===== src/rtl/mem_access_stage_pkg.sv =====
// -----------------------------------------------------------------------------
// mem_access_stage_pkg
// Shared definitions for the memory-access pipeline stage: FSM state encoding,
// the word-alignment mask, the wait-counter width and default parameter values.
// -----------------------------------------------------------------------------
package mem_access_stage_pkg;

   typedef enum logic {
      ST_IDLE = 1'b0,   // no request outstanding
      ST_BUSY = 1'b1    // dmem_req high, waiting for dmem_ready
   } state_t;

   // Low address bits a legal load/store must carry (word aligned).
   localparam logic [1:0] ALIGN_MASK = 2'b00;

   localparam int unsigned DEF_DATA_W   = 32;
   localparam int unsigned DEF_WAIT_MAX = 15;
   localparam int unsigned CNT_W        = 8;

endpackage


===== src/rtl/mem_wait_counter.sv =====
// -----------------------------------------------------------------------------
// mem_wait_counter
// 8-bit wait-cycle counter with synchronous clear and count enable. terminal is
// high while the count equals WAIT_MAX-1, i.e. in the last allowed wait cycle.
// Ports:
//   clock    in  rising-edge clock
//   reset    in  asynchronous, active-high; clears the count
//   clear    in  load zero on the next edge (has priority over enable)
//   enable   in  increment on the next edge
//   terminal out count == WAIT_MAX-1
// -----------------------------------------------------------------------------
module mem_wait_counter
   import mem_access_stage_pkg::*;
#(
   parameter int unsigned WAIT_MAX = DEF_WAIT_MAX
) (
   input  logic clock,
   input  logic reset,
   input  logic clear,
   input  logic enable,
   output logic terminal
);

   localparam logic [CNT_W-1:0] TERM_VAL = CNT_W'(WAIT_MAX - 1);

   logic [CNT_W-1:0] count_q;
   logic [CNT_W-1:0] count_d;

   // NOTE: every always_comb output gets a default first, so no path leaves it
   // unassigned and no latch is inferred.
   always_comb begin
      count_d = count_q;
      if (clear) begin
         count_d = '0;
      end else if (enable) begin
         count_d = count_q + CNT_W'(1);
      end
   end

   // NOTE: sequential state is updated with non-blocking assignments only, so
   // every flop samples the pre-edge value of its inputs.
   always_ff @(posedge clock or posedge reset) begin
      if (reset) begin
         count_q <= '0;
      end else begin
         count_q <= count_d;
      end
   end

   assign terminal = (count_q == TERM_VAL);

endmodule


===== src/rtl/mem_access_stage.sv =====
// -----------------------------------------------------------------------------
// mem_access_stage
// Memory-access pipeline stage behind the execute-stage result register. Either
// passes alu_result through to write-back, or uses it as the address of a single
// load/store on a req/ready data-memory port, stalling upstream while the access
// is outstanding. Illegal (read+write), misaligned and timed-out accesses return
// a write-back pulse with mem_fault set and zero data.
// Ports:
//   clock, reset                     clock; async active-high reset
//   alu_result, store_data           address / pass-through value, store data
//   mem_read, mem_write, in_valid    instruction qualifiers
//   stall                            combinational hold request to upstream
//   dmem_req/we/addr/wdata           registered memory request
//   dmem_rdata, dmem_ready           memory response
//   wb_data, wb_valid, mem_fault     registered write-back result
// -----------------------------------------------------------------------------
module mem_access_stage
   import mem_access_stage_pkg::*;
#(
   parameter int unsigned DATA_W   = DEF_DATA_W,
   parameter int unsigned WAIT_MAX = DEF_WAIT_MAX
) (
   input  logic              clock,
   input  logic              reset,
   input  logic [DATA_W-1:0] alu_result,
   input  logic [DATA_W-1:0] store_data,
   input  logic              mem_read,
   input  logic              mem_write,
   input  logic              in_valid,
   output logic              stall,
   output logic              dmem_req,
   output logic              dmem_we,
   output logic [DATA_W-1:0] dmem_addr,
   output logic [DATA_W-1:0] dmem_wdata,
   input  logic [DATA_W-1:0] dmem_rdata,
   input  logic              dmem_ready,
   output logic [DATA_W-1:0] wb_data,
   output logic              wb_valid,
   output logic              mem_fault
);

   state_t            state_q, state_d;
   logic              dmem_req_q, dmem_req_d;
   logic              dmem_we_q, dmem_we_d;
   logic [DATA_W-1:0] dmem_addr_q, dmem_addr_d;
   logic [DATA_W-1:0] dmem_wdata_q, dmem_wdata_d;
   logic [DATA_W-1:0] wb_data_q, wb_data_d;
   logic              wb_valid_q, wb_valid_d;
   logic              mem_fault_q, mem_fault_d;

   logic is_mem_op;
   logic accept;
   logic wait_term;

   assign is_mem_op = mem_read | mem_write;
   // Exactly one of read/write, and a word-aligned address.
   assign accept    = in_valid && (mem_read ^ mem_write) &&
                      (alu_result[1:0] == ALIGN_MASK);

   mem_wait_counter #(
      .WAIT_MAX (WAIT_MAX)
   ) u_wait_counter (
      .clock    (clock),
      .reset    (reset),
      .clear    (state_q == ST_IDLE),
      .enable   ((state_q == ST_BUSY) && !dmem_ready),
      .terminal (wait_term)
   );

   // State register.
   always_ff @(posedge clock or posedge reset) begin
      if (reset) begin
         state_q <= ST_IDLE;
      end else begin
         state_q <= state_d;
      end
   end

   // Next-state logic. A ready in the terminal wait cycle completes normally;
   // the timeout only decides the outcome when ready is low.
   always_comb begin
      state_d = state_q;
      unique case (state_q)
         ST_IDLE: if (accept) state_d = ST_BUSY;
         ST_BUSY: if (dmem_ready || wait_term) state_d = ST_IDLE;
         default: state_d = ST_IDLE;
      endcase
   end

   // Output logic: stall plus next values of the registered outputs.
   always_comb begin
      dmem_req_d   = dmem_req_q;
      dmem_we_d    = dmem_we_q;
      dmem_addr_d  = dmem_addr_q;
      dmem_wdata_d = dmem_wdata_q;
      wb_data_d    = wb_data_q;
      wb_valid_d   = 1'b0;
      mem_fault_d  = 1'b0;
      // Reset abandons any access at once, so stall is forced low with it even
      // though upstream may still be holding an acceptable instruction.
      stall        = !reset &&
                     (((state_q == ST_IDLE) && accept) ||
                      ((state_q == ST_BUSY) && !dmem_ready));

      unique case (state_q)
         ST_IDLE: begin
            if (accept) begin
               dmem_req_d   = 1'b1;
               dmem_we_d    = mem_write;
               dmem_addr_d  = alu_result;
               dmem_wdata_d = mem_write ? store_data : '0;
            end else if (in_valid && is_mem_op) begin
               // Illegal read+write or misaligned address: fault, no request.
               wb_valid_d  = 1'b1;
               mem_fault_d = 1'b1;
               wb_data_d   = '0;
            end else if (in_valid) begin
               wb_valid_d = 1'b1;
               wb_data_d  = alu_result;
            end
         end
         ST_BUSY: begin
            if (dmem_ready) begin
               dmem_req_d = 1'b0;
               wb_valid_d = 1'b1;
               wb_data_d  = dmem_we_q ? dmem_addr_q : dmem_rdata;
            end else if (wait_term) begin
               dmem_req_d  = 1'b0;
               wb_valid_d  = 1'b1;
               mem_fault_d = 1'b1;
               wb_data_d   = '0;
            end
         end
         default: ;
      endcase
   end

   always_ff @(posedge clock or posedge reset) begin
      if (reset) begin
         dmem_req_q   <= 1'b0;
         dmem_we_q    <= 1'b0;
         dmem_addr_q  <= '0;
         dmem_wdata_q <= '0;
         wb_data_q    <= '0;
         wb_valid_q   <= 1'b0;
         mem_fault_q  <= 1'b0;
      end else begin
         dmem_req_q   <= dmem_req_d;
         dmem_we_q    <= dmem_we_d;
         dmem_addr_q  <= dmem_addr_d;
         dmem_wdata_q <= dmem_wdata_d;
         wb_data_q    <= wb_data_d;
         wb_valid_q   <= wb_valid_d;
         mem_fault_q  <= mem_fault_d;
      end
   end

   assign dmem_req   = dmem_req_q;
   assign dmem_we    = dmem_we_q;
   assign dmem_addr  = dmem_addr_q;
   assign dmem_wdata = dmem_wdata_q;
   assign wb_data    = wb_data_q;
   assign wb_valid   = wb_valid_q;
   assign mem_fault  = mem_fault_q;

endmodule


===== config.mk =====
export PLATFORM = sky130hd
export DESIGN_NAME = mem_access_stage
export DESIGN_NICKNAME = d
export VERILOG_FILES = /design/src/rtl/mem_access_stage_pkg.sv /design/src/rtl/mem_wait_counter.sv /design/src/rtl/mem_access_stage.sv
export SDC_FILE = /design/constraint.sdc
export NUM_CORES = 1
export LEC_CHECK = 0
export CAP_MARGIN = 5
export CORE_MARGIN = 1
export CORE_UTILIZATION = 35
export DETAILED_ROUTE_END_ITERATION = 12
export GPL_TIMING_DRIVEN = 0
export HOLD_SLACK_MARGIN = 0.1
export PLACE_DENSITY = 0.74
export SETUP_SLACK_MARGIN = 0.02
export SLEW_MARGIN = 10
export SYNTH_ARGS = -nofsm -noshare
export SYNTH_HDL_FRONTEND = slang
export SYNTH_SLANG_ARGS = --single-unit

===== constraint.sdc =====
create_clock -name clock -period 10.3 [get_ports clock]
set_input_delay 3.09 -clock clock [delete_from_list [all_inputs] [get_ports clock]]
set_output_delay 3.09 -clock clock [all_outputs]
set_load 0.05 [all_outputs]

# ---- Word-level counts from Yosys, hierarchy flattened
# Index checks and enable logic that the tools add are counted.
dict set report classes {
  add_sub_neg 1
  eq_ne 6
  muxes 27
  n_bitwise 3
  reduce_logical 14
}
# cell count
set op_table {}
lappend op_table {{32-bit 2-to-1 mux} 7}
lappend op_table {{32-bit case mux with 2 select lines} 1}
lappend op_table {{8-bit 2-to-1 mux} 2}
lappend op_table {{1-bit 2-to-1 mux} 13}
lappend op_table {{8-bit by 1-bit adder with 8-bit output (second input constant)} 1}
lappend op_table {{8-bit by 4-bit == test with 1-bit output (second input constant)} 1}
lappend op_table {{1-bit case mux with 2 select lines} 4}
lappend op_table {{1-bit logical AND} 6}
lappend op_table {{2-bit inequality test (second input constant)} 2}
lappend op_table {{2-bit AND reduction} 2}
lappend op_table {{3-bit by 2-bit inequality test with 1-bit output (second input constant)} 1}
lappend op_table {{3-bit inequality test (second input constant)} 1}
lappend op_table {{3-bit AND reduction} 1}
lappend op_table {{1-bit logical NOT} 2}
lappend op_table {{2-bit logical NOT} 1}
lappend op_table {{1-bit logical OR} 2}
lappend op_table {{2-bit by 1-bit inequality test with 1-bit output (second input constant)} 1}
lappend op_table {{1-bit inverter} 1}
lappend op_table {{1-bit OR} 1}
lappend op_table {{1-bit XOR} 1}
dict set report word_totals {
  ff_bits 109
  in_bits 102
  out_inout_bits 101
  word_cells 60
}

# ---- Depth between registers and ports, before layout
dict set report depth {
  depth_word 6
  depth_mapped 8
  depth_no_buf 6
}

# ---- Hierarchy
# A second synthesis with hierarchy kept.
dict set report hier_totals {
  cells_unflattened 449
  area_unflattened_um2 5248.8
}
# mod n_inst cells_each area_each_um2 seq_area_each_um2
set modules_own_cells {}
lappend modules_own_cells {mem_access_stage 1 407 4822.1 2527.4}
lappend modules_own_cells {mem_wait_counter 1 42 426.7 200.2}

# ---- Worst setup path after synthesis
# Ideal clock, no wire load.
dict set report synth_path {
  path_type {input port to output port}
  startpoint {input port mem_write}
  endpoint {output port stall}
  t_arrival_ns 4.902
  required_time_ns 7.210
  setup_slack_ns 2.308
  path_stages 5
  cell_sequence {clkbuf_1 > inv_1 > ha_1 > a31oi_1 > a211oi_1}
}
dict set report synth_via {
  elab_chain_len 6
}
# item line
set synth_rtl {}
lappend synth_rtl {{from (decl)} mem_access_stage.sv:28} ;# input logic mem_write,
lappend synth_rtl {{1-bit XOR} mem_access_stage.sv:57} ;# assign accept = in_valid && (mem_read ^ mem_write) &&
lappend synth_rtl {{1-bit logical AND (2 in series)} mem_access_stage.sv:57}
lappend synth_rtl {{1-bit logical AND} mem_access_stage.sv:102} ;# (((state_q == ST_IDLE) && accept) ||
lappend synth_rtl {{1-bit logical OR} mem_access_stage.sv:102}
lappend synth_rtl {{1-bit logical AND} mem_access_stage.sv:101} ;# stall = !reset &&
lappend synth_rtl {{to (decl)} mem_access_stage.sv:30} ;# output logic stall,
# No other way between the ends.

# ---- Final worst setup path
dict set report layout_path {
  startpoint {input port mem_read}
  endpoint {output port stall}
}
dict set report layout_via {
  elab_chain_len 6
}
# item line
set layout_rtl {}
lappend layout_rtl {{from (decl)} mem_access_stage.sv:27} ;# input logic mem_read,
lappend layout_rtl {{1-bit XOR} mem_access_stage.sv:57}
lappend layout_rtl {{1-bit logical AND (2 in series)} mem_access_stage.sv:57}
lappend layout_rtl {{1-bit logical AND} mem_access_stage.sv:102}
lappend layout_rtl {{1-bit logical OR} mem_access_stage.sv:102}
lappend layout_rtl {{1-bit logical AND} mem_access_stage.sv:101}
# No other way between the ends.

==> flow_summary_export.csv <==
group,metric,value,unit
grt,antenna_found_initial,0,
sta,tns,0,ps
floorplan,core,13500,um2
floorplan,die_w,121,um
clocking,holdBufCountCts,0,
routing,viasPerCell,4.94,
logic_synthesis,synth-seq-cells,109,
logic_synthesis,yosysWarningCount,0,
pwr,power.density,318,nW/um2
sta,max_freq,122,MHz
pwr,power_leakage,3.20,nW
clocking,cts-root-to-sink-buffers,2,
grt,grt_remaining_overflow,0,
grt,vias_in_the_first_global_route,4209,
logic_synthesis,most_common_cell_in_the_netlist,"sky130_fd_sc_hd__dfrtp_1",
logic_synthesis,synthesized_net_count,519,
sta,final-setup-viol-count,0,
worst_setup_path,worstPathMaxFanout,4,
sta,fin_max_slew_vios,0,
clocking,cts.clk_slew.worst_paths,70,ps
routing,detail-route-antenna-nets,0,
placed_design,place.gp.congestion,0.779,
logic_synthesis,syn-cell-area,4930,um2
clocking,htree_levels,3,
logic_synthesis,synthesis.instances,414,
cells_and_area,diodes,0,
sta,final-hold-violation-count,0,
logic_synthesis,avgSynthCellArea,11.9,um2
floorplan,site_rows,42,
run,timing.max_cap.violations,0,
sta,timing.clock.skew,7.07,ps
routing,wl,13.4,mm
logic_synthesis,synth_commonest_cells,"sky130_fd_sc_hd__dfrtp_1 (109), sky130_fd_sc_hd__nand2_1 (69), sky130_fd_sc_hd__mux2_1 (38)",
routing,drc_violation_count_after_routing,0,
worst_setup_path,cp_data_required_time,7210,ps
pwr,fin_total_pwr,2.37,mW
floorplan,design.die.area,14600,um2
floorplan,initial_utilization,36.5,%
sta,worst_slack,2130,ps
routing,drt-initial-drc-count,114,
cells_and_area,fin_util,55.3,%
worst_setup_path,worst_setup_path_start_kind,"input pin",
worst_setup_path,endpoint_kind,"output port",
floorplan,dieHeight,121,um
worst_setup_path,worst_ep_arrival_time,5080,ps
grt,maximum_number_of_pins_on_one_net_before_global_route_repair,66,
clocking,tritoncts,"yes",
clocking,post-cts-setup-buffer-count,0,
floorplan,floorplan.io_pins,203,
sta,worstMarginPinSlew,561,ps
cells_and_area,num-nets-final,731,
logic_synthesis,post-synth-top-area-fraction,55.4,%
clocking,post_cts_resized,0,
pwr,ir_drop,116,uV
clocking,clock_latency,350,ps
placed_design,place.port_buffers,200,
sta,timing.hold.ws,484,ps
routing,drt-wirelength-per-cell,16.6,um
logic_synthesis,synth_edf_count,0,
sta,grt_setup_unrepaired,"no",
cells_and_area,final_layout_size_suffix_gt1_share,8.89,%
grt,grt_use_total,19.0,%
routing,via_count,3978,
clocking,clock_tree.root_cell,"sky130_fd_sc_hd__clkbuf_16",
clocking,cts.sink_count,109,
cells_and_area,layout-area-overhead-vs-synth,51.6,%
logic_synthesis,synth_ff_type,"sky130_fd_sc_hd__dfrtp_1",
placed_design,dpl.hpwl,10.0,mm
logic_synthesis,unique_masters_post_synth,32,
logic_synthesis,yosys-top-cells-area,"sky130_fd_sc_hd__dfrtp_1 (55%), sky130_fd_sc_hd__mux2_1 (8.7%), sky130_fd_sc_hd__mux2i_1 (6.5%)",
routing,drt_pass1_iterations,4,
placed_design,dp_slack,2100,ps
logic_synthesis,yosysTopAreaCell,"sky130_fd_sc_hd__dfrtp_1",
clocking,cts_made_buffers,9,
sta,slew_headroom,62.5,%
logic_synthesis,postSynth.asyncResetShare,100,%
status,outcome,"finished clean",
logic_synthesis,synth-seq-area-share,55.4,%
sta,layout_worst_path_cycle_share,79.3,%
sta,timing.final.crit_period,8170,ps
grt,grt_pass1_wl,21.4,mm
worst_setup_path,worstSetupPathType,"in2out",
worst_hold_path,hold_class,"reg2reg",
## layout make-up
cell class | count | area (um2)
tap | 176 | 220
fill | 1148 | 6040
clock inverter | 3 | 20.0
buffer | 30 | 150
clock buffer | 12 | 267
sequential | 109 | 2730
multi-input combinational | 269 | 2030
timing repair buffer | 201 | 2030
inverter | 6 | 27.5
## per-stage QoR
step / cells / cell area [um2]
detailed placement: 791 / 7180
global route: 806 / 7470
CTS: 806 / 7470
global placement: 790 / 7150
floorplan: 414 / 4930
finish: 806 / 7470
## report_power, final
group / internal, mW / leakage (nW) / switching [mW]
clock network: 0.182 / 0.137 / 0.149
logic: 0.488 / 1.67 / 0.857
registers: 0.593 / 1.39 / 0.106
## logic make-up after synthesis
group / Yosys count / synth area share (%)
flip-flops: 109 / 55.4
multiplexers: 94 / 20.7
AND/OR/NAND/NOR: 92 / 8.23
AO/OA/AOI/OAI: 73 / 10.2
buffers and inverters: 36 / 3.51
XOR/XNOR: 7 / 1.24
adder cells (fa/ha/maj): 3 / 0.762
## registers in the layout (all words and copies together) (netlist names)
name	count
dmem_addr	32
dmem_wdata	32
wb_data	32
u_wait_counter.count_q	8
dmem_req	1
dmem_we	1
mem_fault	1
state_q	1
wb_valid	1
## layer usage
layer | GRT usage [%] | vias to the layer above | share of wire [%]
li1 | - | 1878 | -
met1 | 22.8 | 1947 | 43
met2 | 32.8 | 139 | 49
met3 | 5.14 | 14 | 6.8
met4 | 6.71 | 0 | 1.7
met5 | 0 | - | 0
## cells in the final DEF (no fill, tap or decap), drive strengths merged, types with 2 or more instances in the layout
master / count
mux2: 62
xnor2: 6
nor2: 2
clkbuf: 29
o2bb2ai: 32
nand3: 3
buf: 14
clkinvlp: 2
o21ai: 36
ha: 3
inv: 6
clkdlybuf4s50: 200
nand2: 70
dfrtp: 109
mux2i: 32
and2: 10
## critical path: stages
cell and delay (ps):
sky130_fd_sc_hd__clkdlybuf4s50_1 460, sky130_fd_sc_hd__inv_1 40, sky130_fd_sc_hd__ha_1 280, sky130_fd_sc_hd__a31oi_1 140, sky130_fd_sc_hd__a211oi_1 220, sky130_fd_sc_hd__clkdlybuf4s50_1 840
## worst paths after layout
path / slack, ps / depth (start not counted) / end / startpoint
setup / recovery: 2130 / 6 / stall / mem_read
hold / removal: 480 / 2 / dmem_wdata[22] / dmem_wdata[22]
setup reg to reg: 8250 / 8 / wb_data[26] / u_wait_counter.count_q[0]
hold reg to reg: 480 / 2 / dmem_wdata[22] / dmem_wdata[22]
max in group asynchronous: 6490 / 3 / wb_data[27] / reset
min in group asynchronous: 3160 / 2 / dmem_wdata[31] / reset
Power figures use the tool's default switching activity.
